### config.mk
export PLATFORM = sky130hd
export DESIGN_NAME = intersection_controller
export DESIGN_NICKNAME = d
export VERILOG_FILES = /design/src/rtl/intersection_controller.sv
export SDC_FILE = /design/constraint.sdc
export NUM_CORES = 1
export LEC_CHECK = 0
export ABC_AREA = 1
export ABC_CLOCK_PERIOD_IN_PS = 1900
export CELL_PAD_IN_SITES_DETAIL_PLACEMENT = 1
export CELL_PAD_IN_SITES_GLOBAL_PLACEMENT = 1
export CORE_MARGIN = 8
export CORE_UTILIZATION = 35
export CTS_CLUSTER_SIZE = 40
export DETAILED_ROUTE_END_ITERATION = 12
export GPL_ROUTABILITY_DRIVEN = 0
export PLACE_DENSITY_LB_ADDON = 0.1
export RECOVER_POWER = 100
export SLEW_MARGIN = 20
export SYNTH_ARGS = -nofsm -noshare
export SYNTH_HDL_FRONTEND = slang
export SYNTH_SLANG_ARGS = --single-unit
export TNS_END_PERCENT = 100
### constraint.sdc
create_clock -name clk -period 1.9 [get_ports clk]
set_input_delay 0.57 -clock clk [delete_from_list [all_inputs] [get_ports clk]]
set_output_delay 0.57 -clock clk [all_outputs]
set_load 0.02 [all_outputs]
### src/rtl/intersection_controller.sv
// Four-way intersection sequencer: alternates NS/EW right-of-way through
// LEFT/GREEN/YELLOW/CLEAR, with emergency preemption and pedestrian walk lamps.
module intersection_controller #(
    parameter int LEFT_CYC   = 5,
    parameter int GREEN_CYC  = 10,
    parameter int YELLOW_CYC = 3,
    parameter int CLEAR_CYC  = 1,
    parameter int CW         = 5
) (
    input  logic       clk,
    input  logic       rst,
    input  logic       emergency,
    input  logic       ped_req_ns,
    input  logic       ped_req_ew,
    output logic [3:0] ns_out,
    output logic [3:0] ew_out,
    output logic       walk_ns,
    output logic       walk_ew,
    output logic [2:0] phase,
    output logic       dir
);

    typedef enum logic [2:0] {
        S_LEFT    = 3'd0,
        S_GREEN   = 3'd1,
        S_YELLOW  = 3'd2,
        S_CLEAR   = 3'd3,
        S_PREEMPT = 3'd4
    } state_e;

    localparam logic [CW-1:0] LEFT_LD   = CW'(LEFT_CYC - 1);
    localparam logic [CW-1:0] GREEN_LD  = CW'(GREEN_CYC - 1);
    localparam logic [CW-1:0] YELLOW_LD = CW'(YELLOW_CYC - 1);
    localparam logic [CW-1:0] CLEAR_LD  = CW'(CLEAR_CYC - 1);

    localparam logic [3:0] HEAD_LEFT   = 4'b1001;
    localparam logic [3:0] HEAD_GREEN  = 4'b0100;
    localparam logic [3:0] HEAD_YELLOW = 4'b0010;
    localparam logic [3:0] HEAD_RED    = 4'b0001;

    state_e        state_q, state_d;
    logic          dir_q, dir_d;
    logic [CW-1:0] cnt_q, cnt_d;
    logic          resume_q, resume_d;
    logic          forced_q, forced_d;
    logic          pend_ns_q, pend_ns_d;
    logic          pend_ew_q, pend_ew_d;
    logic          walk_on_q, walk_on_d;

    always_comb begin
        state_d   = state_q;
        dir_d     = dir_q;
        cnt_d     = cnt_q - 1'b1;
        resume_d  = resume_q;
        forced_d  = forced_q;
        pend_ns_d = pend_ns_q | ped_req_ns;
        pend_ew_d = pend_ew_q | ped_req_ew;
        walk_on_d = walk_on_q;

        case (state_q)
            S_LEFT, S_GREEN: begin
                if (emergency) begin
                    state_d  = S_YELLOW;
                    cnt_d    = YELLOW_LD;
                    forced_d = 1'b1;
                end else if (cnt_q == '0) begin
                    if (state_q == S_LEFT) begin
                        state_d   = S_GREEN;
                        cnt_d     = GREEN_LD;
                        walk_on_d = dir_q ? (pend_ew_q | ped_req_ew) : (pend_ns_q | ped_req_ns);
                    end else begin
                        state_d = S_YELLOW;
                        cnt_d   = YELLOW_LD;
                        // A press in the completing cycle survives the clear.
                        if (dir_q) pend_ew_d = ped_req_ew;
                        else       pend_ns_d = ped_req_ns;
                    end
                end
            end
            S_YELLOW: begin
                if (cnt_q == '0) begin
                    // A forced yellow re-serves the interrupted direction afterwards.
                    resume_d = forced_q ? dir_q : ~dir_q;
                    forced_d = 1'b0;
                    if (emergency) begin
                        state_d = S_PREEMPT;
                        cnt_d   = cnt_q;
                    end else begin
                        state_d = S_CLEAR;
                        cnt_d   = CLEAR_LD;
                    end
                end
            end
            S_CLEAR: begin
                if (emergency) begin
                    state_d = S_PREEMPT;
                    cnt_d   = cnt_q;
                end else if (cnt_q == '0) begin
                    state_d = S_LEFT;
                    cnt_d   = LEFT_LD;
                    dir_d   = resume_q;
                end
            end
            S_PREEMPT: begin
                cnt_d = cnt_q;
                if (!emergency) begin
                    state_d = S_CLEAR;
                    cnt_d   = CLEAR_LD;
                end
            end
            default: begin
                state_d = S_LEFT;
                cnt_d   = LEFT_LD;
            end
        endcase
    end

    // NOTE: state registers use non-blocking assignments so every flop samples pre-edge values.
    always_ff @(posedge clk or posedge rst) begin
        if (rst) begin
            state_q   <= S_LEFT;
            dir_q     <= 1'b0;
            cnt_q     <= LEFT_LD;
            resume_q  <= 1'b0;
            forced_q  <= 1'b0;
            pend_ns_q <= 1'b0;
            pend_ew_q <= 1'b0;
            walk_on_q <= 1'b0;
        end else begin
            state_q   <= state_d;
            dir_q     <= dir_d;
            cnt_q     <= cnt_d;
            resume_q  <= resume_d;
            forced_q  <= forced_d;
            pend_ns_q <= pend_ns_d;
            pend_ew_q <= pend_ew_d;
            walk_on_q <= walk_on_d;
        end
    end

    logic [3:0] own_head;

    always_comb begin
        own_head = HEAD_RED;
        case (state_q)
            S_LEFT:   own_head = HEAD_LEFT;
            S_GREEN:  own_head = HEAD_GREEN;
            S_YELLOW: own_head = HEAD_YELLOW;
            default:  own_head = HEAD_RED;
        endcase
        ns_out = dir_q ? HEAD_RED : own_head;
        ew_out = dir_q ? own_head : HEAD_RED;
    end

    assign walk_ns = walk_on_q & (state_q == S_GREEN) & ~dir_q;
    assign walk_ew = walk_on_q & (state_q == S_GREEN) & dir_q;
    assign phase   = state_q;
    assign dir     = dir_q;

endmodule
==> results.cfg, run 1 <==
[clock_network]
postCtsHoldBufs = 0
htreeDepth = 1
clk_pin_slew_worst_paths_ps = 90
root_buffer = clkbuf_4
cts_sinks = 14
cts_tree = built
insertion_delay_ps = 280
cts_buffer_depth = 2
cts_made_buffers = 3

[sta]
post-route-min-period_ps = 1840
setup_ws_ps = 60.01
fin_hold_ws_ps = 502.3
maxSlewViolCount = 0
fin_crit_sh_pct = 96.84
fin_setup_tns_ps = 0
maxSlewHeadroom_pct = 44.97
max_freq_ghz = 0.5435
setup_viol = 0
clock_skew_ps = 2.499
tightest_slew_ps = 825.4
finalHoldViolations = 0
grt_setup_unrepaired = true

[layout]
fin_area_um2 = 1363
area_growth_pct = 38.37
diodes = 0
nets = 200
instances_no_fill = 224
drive_above_1_share_pct = 29.02
post-route-util_pct = 50.28
fillers = 371

[placement]
port_buffers = 18
dp_hpwl_mm = 2.518
dp_cells = 218
placed_cell_area_um2 = 1328
dp_slack_ps = -217.2

[synthesis]
syn_area_um2 = 984.7
synth_seq_cells = 14
post_synth_num_cell_types = 24
synth.avg_cell_area_um2 = 6.478
ys_seq_area_share_pct = 35.71
yosys-top-cells-area = dfrtp_1, nand2_1, nor2_1, nand3_1, inv_1
synthCells = 152
yosys_warnings = 0
synth_largest_area_cell = dfrtp_1
synth.top_cell.area_share_pct = 33.04
syn-num-nets = 158

[grt]
grt_start_max_net_pins = 15
grt_pass1_wl_mm = 5.313
grt_pass1_vias = 1128
grt_use_total_pct = 13.33
grt_overflow = 0
antenna_found_initial = 0

[critical_path]
rr_worst_depth = 11
r2r_end = cnt_q[2]
worst-path-buf-inv = 3
crit_type = reg -> out
r2r_start = phase[2]
end_kind = output pin
ff2ff_setup_slack_ps = 130
crit_slowest_cell = dfrtp_1
crit_path_start = phase[1]
worstPathArrival_ps = 1270
cp_num_cells = 3
path_delay_family = buffers and inverters
max_stage_delay_ps = 420
crit_end = phase[1]
worstPathCellList = buf_4, buf_4, clkdlybuf4s15_1
start_kind = flop
critPathMaxFanout = 4
critPathRequiredTime_ps = 1330
crit_top_cell = buf_4

[floorplanning]
die-area_um2 = 4767
rows = 19
die-height_um = 69.04
start_util_pct = 36.33
io_pins = 19
fp.dieW_um = 69.04
coreArea_um2 = 2710

[route]
wire_per_inst_um = 14.22
antenna_left = 0
vias_per_cell = 4.996
vias = 1119
drt_wl_total_mm = 3.185
drtIter0Drc = 61
drc_errors = 0
first_pass_iters = 4

[flow_run]
drv.max_cap_violation_count = 0

[power_and_ir_drop]
power_mw = 2.448
power.leakage_nw = 0.7283
powerDensity_nw_per_um2 = 1797
irDropWorstVdd_mv = 0.8791

[hold_path]
hold_class = reg -> reg

[outcome]
status = finished clean
state kept, by name, indices dropped and copies added, names as in the netlist:
signal,flops
cnt_q,5
forced_q,1
resume_q,1
pend_ns_q,1
phase,3
walk_on_q,1
dir,1
pend_ew_q,1
where the power goes:
part	switching, mW	total, mW	internal, mW
combinational	1.04	1.73	0.698
sequential	0.108	0.530	0.422
clock	0.103	0.185	0.0816
total	1.25	2.45	1.20
routing by layer:
layer	wire length (µm)	global-route usage, %	up-vias
met4	48	5.695	0
met5	0	0	-
met2	1531	21.21	21
li1	-	-	554
met1	1464	16.63	539
met3	139	3.147	5
Yosys cell counts:
cell type	count
o21ai_0	6
dfrtp_1	13
clkinv_2	1
a31oi_1	2
o22ai_1	1
a21oi_1	4
nand2_2	2
nand3_2	1
nand2_1	43
xor2_1	2
nor2_4	2
nor3_1	2
buf_4	1
clkbuf_8	1
nand4_1	2
nor2_2	3
inv_1	15
buf_2	1
nor2_1	27
ha_1	1
o21ai_1	2
dfstp_2	1
inv_2	6
nand3_1	13
cell type report:
cell class	count	area (µm²)	share of cell area, %
Tap cell	31	38.79	2.847
Inverter	22	83.83	6.152
Sequential cell	14	354.1	25.99
Multi-Input combinational cell	113	558.0	40.95
Clock buffer	4	26.28	1.928
Timing Repair Buffer	40	301.5	22.13
cells by family after synthesis:
| logic type | count (synthesis) | share of synthesized area (%) |
|---|---|---|
| fa+ha+maj | 1 | 1.270 |
| compound gates | 15 | 8.006 |
| simple gates | 95 | 42.06 |
| buf+inv | 25 | 11.18 |
| flops | 14 | 35.71 |
| xor+xnor | 2 | 1.779 |
what timing repair did:
item	in CTS	in global routing
setup endpoints to repair	14	7
pin swaps	1	3
buffers inserted	0	2
cloned	0	0
resized for setup	52	13
worst reg2reg max path, cell delays in order, from the launching register on:
cell and delay, ps:
dfrtp_2 450, inv_2 90, buf_4 130, buf_4 120, nand2_1 50, nor2_1 330
inv_2 110, nor2_4 130, inv_2 90, nand3_2 120, nand2_1 70, nand2_1 60
layout by cell type, fill, tap and decap left out, drive strengths merged, types with 2 or more instances in the layout:
master and n:
a21oi 4, a31oi 2, buf 31, clkbuf 5, clkdlybuf4s50 3, dfrtp 13, dlygate4sd2 3, inv 21
nand2 45, nand3 14, nand4 2, nor2 32, nor3 2, o21ai 8, xor2 2
worst min-delay path by stage:
stage | slack (ps) | to | from | depth (start not counted)
floorplan | 440 | cnt_q[4] | cnt_q[4] | 2
global placement | 450 | cnt_q[4] | cnt_q[4] | 2
detailed placement | 480 | cnt_q[4] | cnt_q[4] | 2
CTS | 510 | cnt_q[4] | cnt_q[4] | 2
global route | 530 | cnt_q[4] | cnt_q[4] | 2
finish | 500 | resume_q | resume_q | 2
(Power assumes the default switching activity.)
==> inputs of run 2 (changes only) <==
--- a/config.mk
+++ b/config.mk
@@ -16,6 +16,7 @@
 export GPL_ROUTABILITY_DRIVEN = 0
 export PLACE_DENSITY_LB_ADDON = 0.1
 export RECOVER_POWER = 100
+export SETUP_SLACK_MARGIN = 0.3
 export SLEW_MARGIN = 20
 export SYNTH_ARGS = -nofsm -noshare
 export SYNTH_HDL_FRONTEND = slang
==> run 2 against run 1 <==
Net effect:
- the run now ends with setup timing left
- first-iteration DRC count down 1.6%
- wire length up 37%
- cell count up 5.4%
- non-clock buffer count up 12
- fmax down 3.3%
- die area unchanged
- sequential power up 4%
- via count up 12%
- combinational power up 44%
- clock skew up 4.5 ps
- critical path type unchanged
- sequential share of layout area down 4.7 points
==> results.cfg, run 2 (same netlist as run 1, synthesis figures left out) <==
[sta]
fin_crit_sh_pct = 100.1
clock_skew_ps = 7.000
grt_setup_unrepaired = true
finalHoldViolations = 0
fin_setup_tns_ps = -2.759
maxSlewViolCount = 0
tightest_slew_ps = 849.8
setup_ws_ps = -2.759
maxSlewHeadroom_pct = 43.35
setup_viol = 1
post-route-min-period_ps = 1903
fin_hold_ws_ps = 499.1
max_freq_ghz = 0.5256

[critical_path]
max_stage_delay_ps = 480
crit_path_start = phase[1]
worstPathArrival_ps = 1330
crit_type = reg -> out
crit_slowest_cell = dfrtp_2
start_kind = flop
worstPathCellList = inv_4, nand3_4, nand2_2, nand2_1, buf_6
critPathRequiredTime_ps = 1330
r2r_start = phase[2]
end_kind = output pin
critPathMaxFanout = 6
worst-path-buf-inv = 2
path_delay_family = flip-flops

[placement]
port_buffers = 18
dp_hpwl_mm = 2.713
placed_cell_area_um2 = 1395

[clock_network]
cts_made_buffers = 3
insertion_delay_ps = 300
htreeDepth = 1
cts_buffer_depth = 2
cts_tree = built
cts_sinks = 14
clk_pin_slew_worst_paths_ps = 100
root_buffer = clkbuf_4

[layout]
largest_reg_flops = 5
diodes = 0
final_common_cell = buf_4
post-route-util_pct = 61.54
area_growth_pct = 69.38
top_register = cnt_q
final_cell_mix = buf_4, nand2_1, nor2_1
fin_area_um2 = 1668
nets = 212
drive_above_1_share_pct = 49.76

[route]
drtIter0Drc = 60
drc_errors = 0
vias_per_cell = 5.288
drt_wl_total_mm = 4.363
vias = 1248
first_pass_iters = 4
antenna_left = 0
wire_per_inst_um = 18.49

[grt]
grt_start_max_net_pins = 15
grt_overflow = 0
grt_pass1_wl_mm = 6.099
antenna_found_initial = 0
grt_pass1_vias = 1251
grt_use_total_pct = 15.37

[floorplanning]
fp.dieW_um = 69.04
rows = 19
start_util_pct = 36.33
die-area_um2 = 4767
die-height_um = 69.04
coreArea_um2 = 2710
io_pins = 19

[outcome]
violations = setup timing
status = finished, violations left

[hold_path]
min_from = resume_q
hold_class = reg -> reg

[flow_run]
drv.max_cap_violation_count = 0

[power_and_ir_drop]
power.leakage_nw = 0.8363
power_mw = 3.240
powerDensity_nw_per_um2 = 1942
irDropWorstVdd_mv = 1.101
## run 2: cell types whose count changed in the layout (fill, tap and decap cells not counted), sizes merged
cell	delta
clkdlybuf4s50	-1
dlygate4sd2	-1
inv	+1
clkinv	-1
buf	+14
## run 2: path summary, 6_finish.rpt
| kind | to | slack (ps) | depth (start not counted) |
|---|---|---|---|
| worst max-delay path | ns_out[0] | -3 | 5 |
| worst min-delay path | resume_q | 500 | 2 |
| worst max register to register | phase[1] | 290 | 6 |
| worst min register to register | resume_q | 500 | 2 |
| max in group asynchronous | phase[0] | 370 | 3 |
| min in group asynchronous | cnt_q[0] | 940 | 3 |
## run 2: routing by layer
metal | up-vias | GRT usage, % | share of wire [%]
met3 | 14 | 3.290 | 4.7
met1 | 605 | 18.28 | 40
met2 | 47 | 26.33 | 52
met4 | 0 | 5.467 | 2.8
li1 | 582 | - | -
met5 | - | 0 | 0
## run 2: stage by stage
| step | instances | setup WS (ps) |
|---|---|---|
| 2_1_floorplan | 152 | 243.8 |
| 3_3_place_gp | 220 | -103.1 |
| 3_5_place_dp | 220 | -147.9 |
| 4_1_cts | 229 | 37.57 |
| 5_1_grt | 236 | -68.02 |
| 6_report | 236 | -2.759 |
## run 2: worst register-to-register path: cells and delay by family (launching register included)
kind	cells	cell delay, ps
flops	1	470
buf+inv	2	290
compound gates	3	510
simple gates	1	210
## run 2: area by class of cell
| class | instances | area [µm²] |
|---|---|---|
| clock buffers | 4 | 26.28 |
| repair buffers | 52 | 437.9 |
| inverters | 22 | 95.09 |
| flip-flops and latches | 14 | 355.3 |
| multi-input cells | 113 | 714.4 |
| fillers | 344 | 1042 |
| well taps | 31 | 38.79 |
## run 2: power by group
| part | total, mW | switching [mW] | internal [mW] | leakage [nW] |
|---|---|---|---|---|
| logic | 2.49 | 1.44 | 1.05 | 0.664 |
| clock network | 0.197 | 0.115 | 0.0819 | 0.0150 |
| registers | 0.549 | 0.125 | 0.424 | 0.157 |
## run 2: timing repair
| action | CTS | global route |
|---|---|---|
| resized for setup | 85 | 36 |
| pin swaps | 5 | 17 |
| hold buffers | 0 | 0 |
| setup buffers | 5 | 7 |
| endpoints found under the setup margin | 22 | 23 |
==> inputs of run 3 (changes only) <==
--- a/config.mk
+++ b/config.mk
@@ -7,13 +7,13 @@
 export LEC_CHECK = 0
 export ABC_AREA = 1
 export ABC_CLOCK_PERIOD_IN_PS = 1900
+export CAP_MARGIN = 0
 export CELL_PAD_IN_SITES_DETAIL_PLACEMENT = 1
 export CELL_PAD_IN_SITES_GLOBAL_PLACEMENT = 1
 export CORE_MARGIN = 8
 export CORE_UTILIZATION = 35
-export CTS_CLUSTER_SIZE = 40
 export DETAILED_ROUTE_END_ITERATION = 12
-export GPL_ROUTABILITY_DRIVEN = 0
+export GPL_ROUTABILITY_DRIVEN = 1
 export PLACE_DENSITY_LB_ADDON = 0.1
 export RECOVER_POWER = 100
 export SETUP_SLACK_MARGIN = 0.3
==> results of run 3 <==
The final DEF is identical to that of run 2; final timing and power are the same.
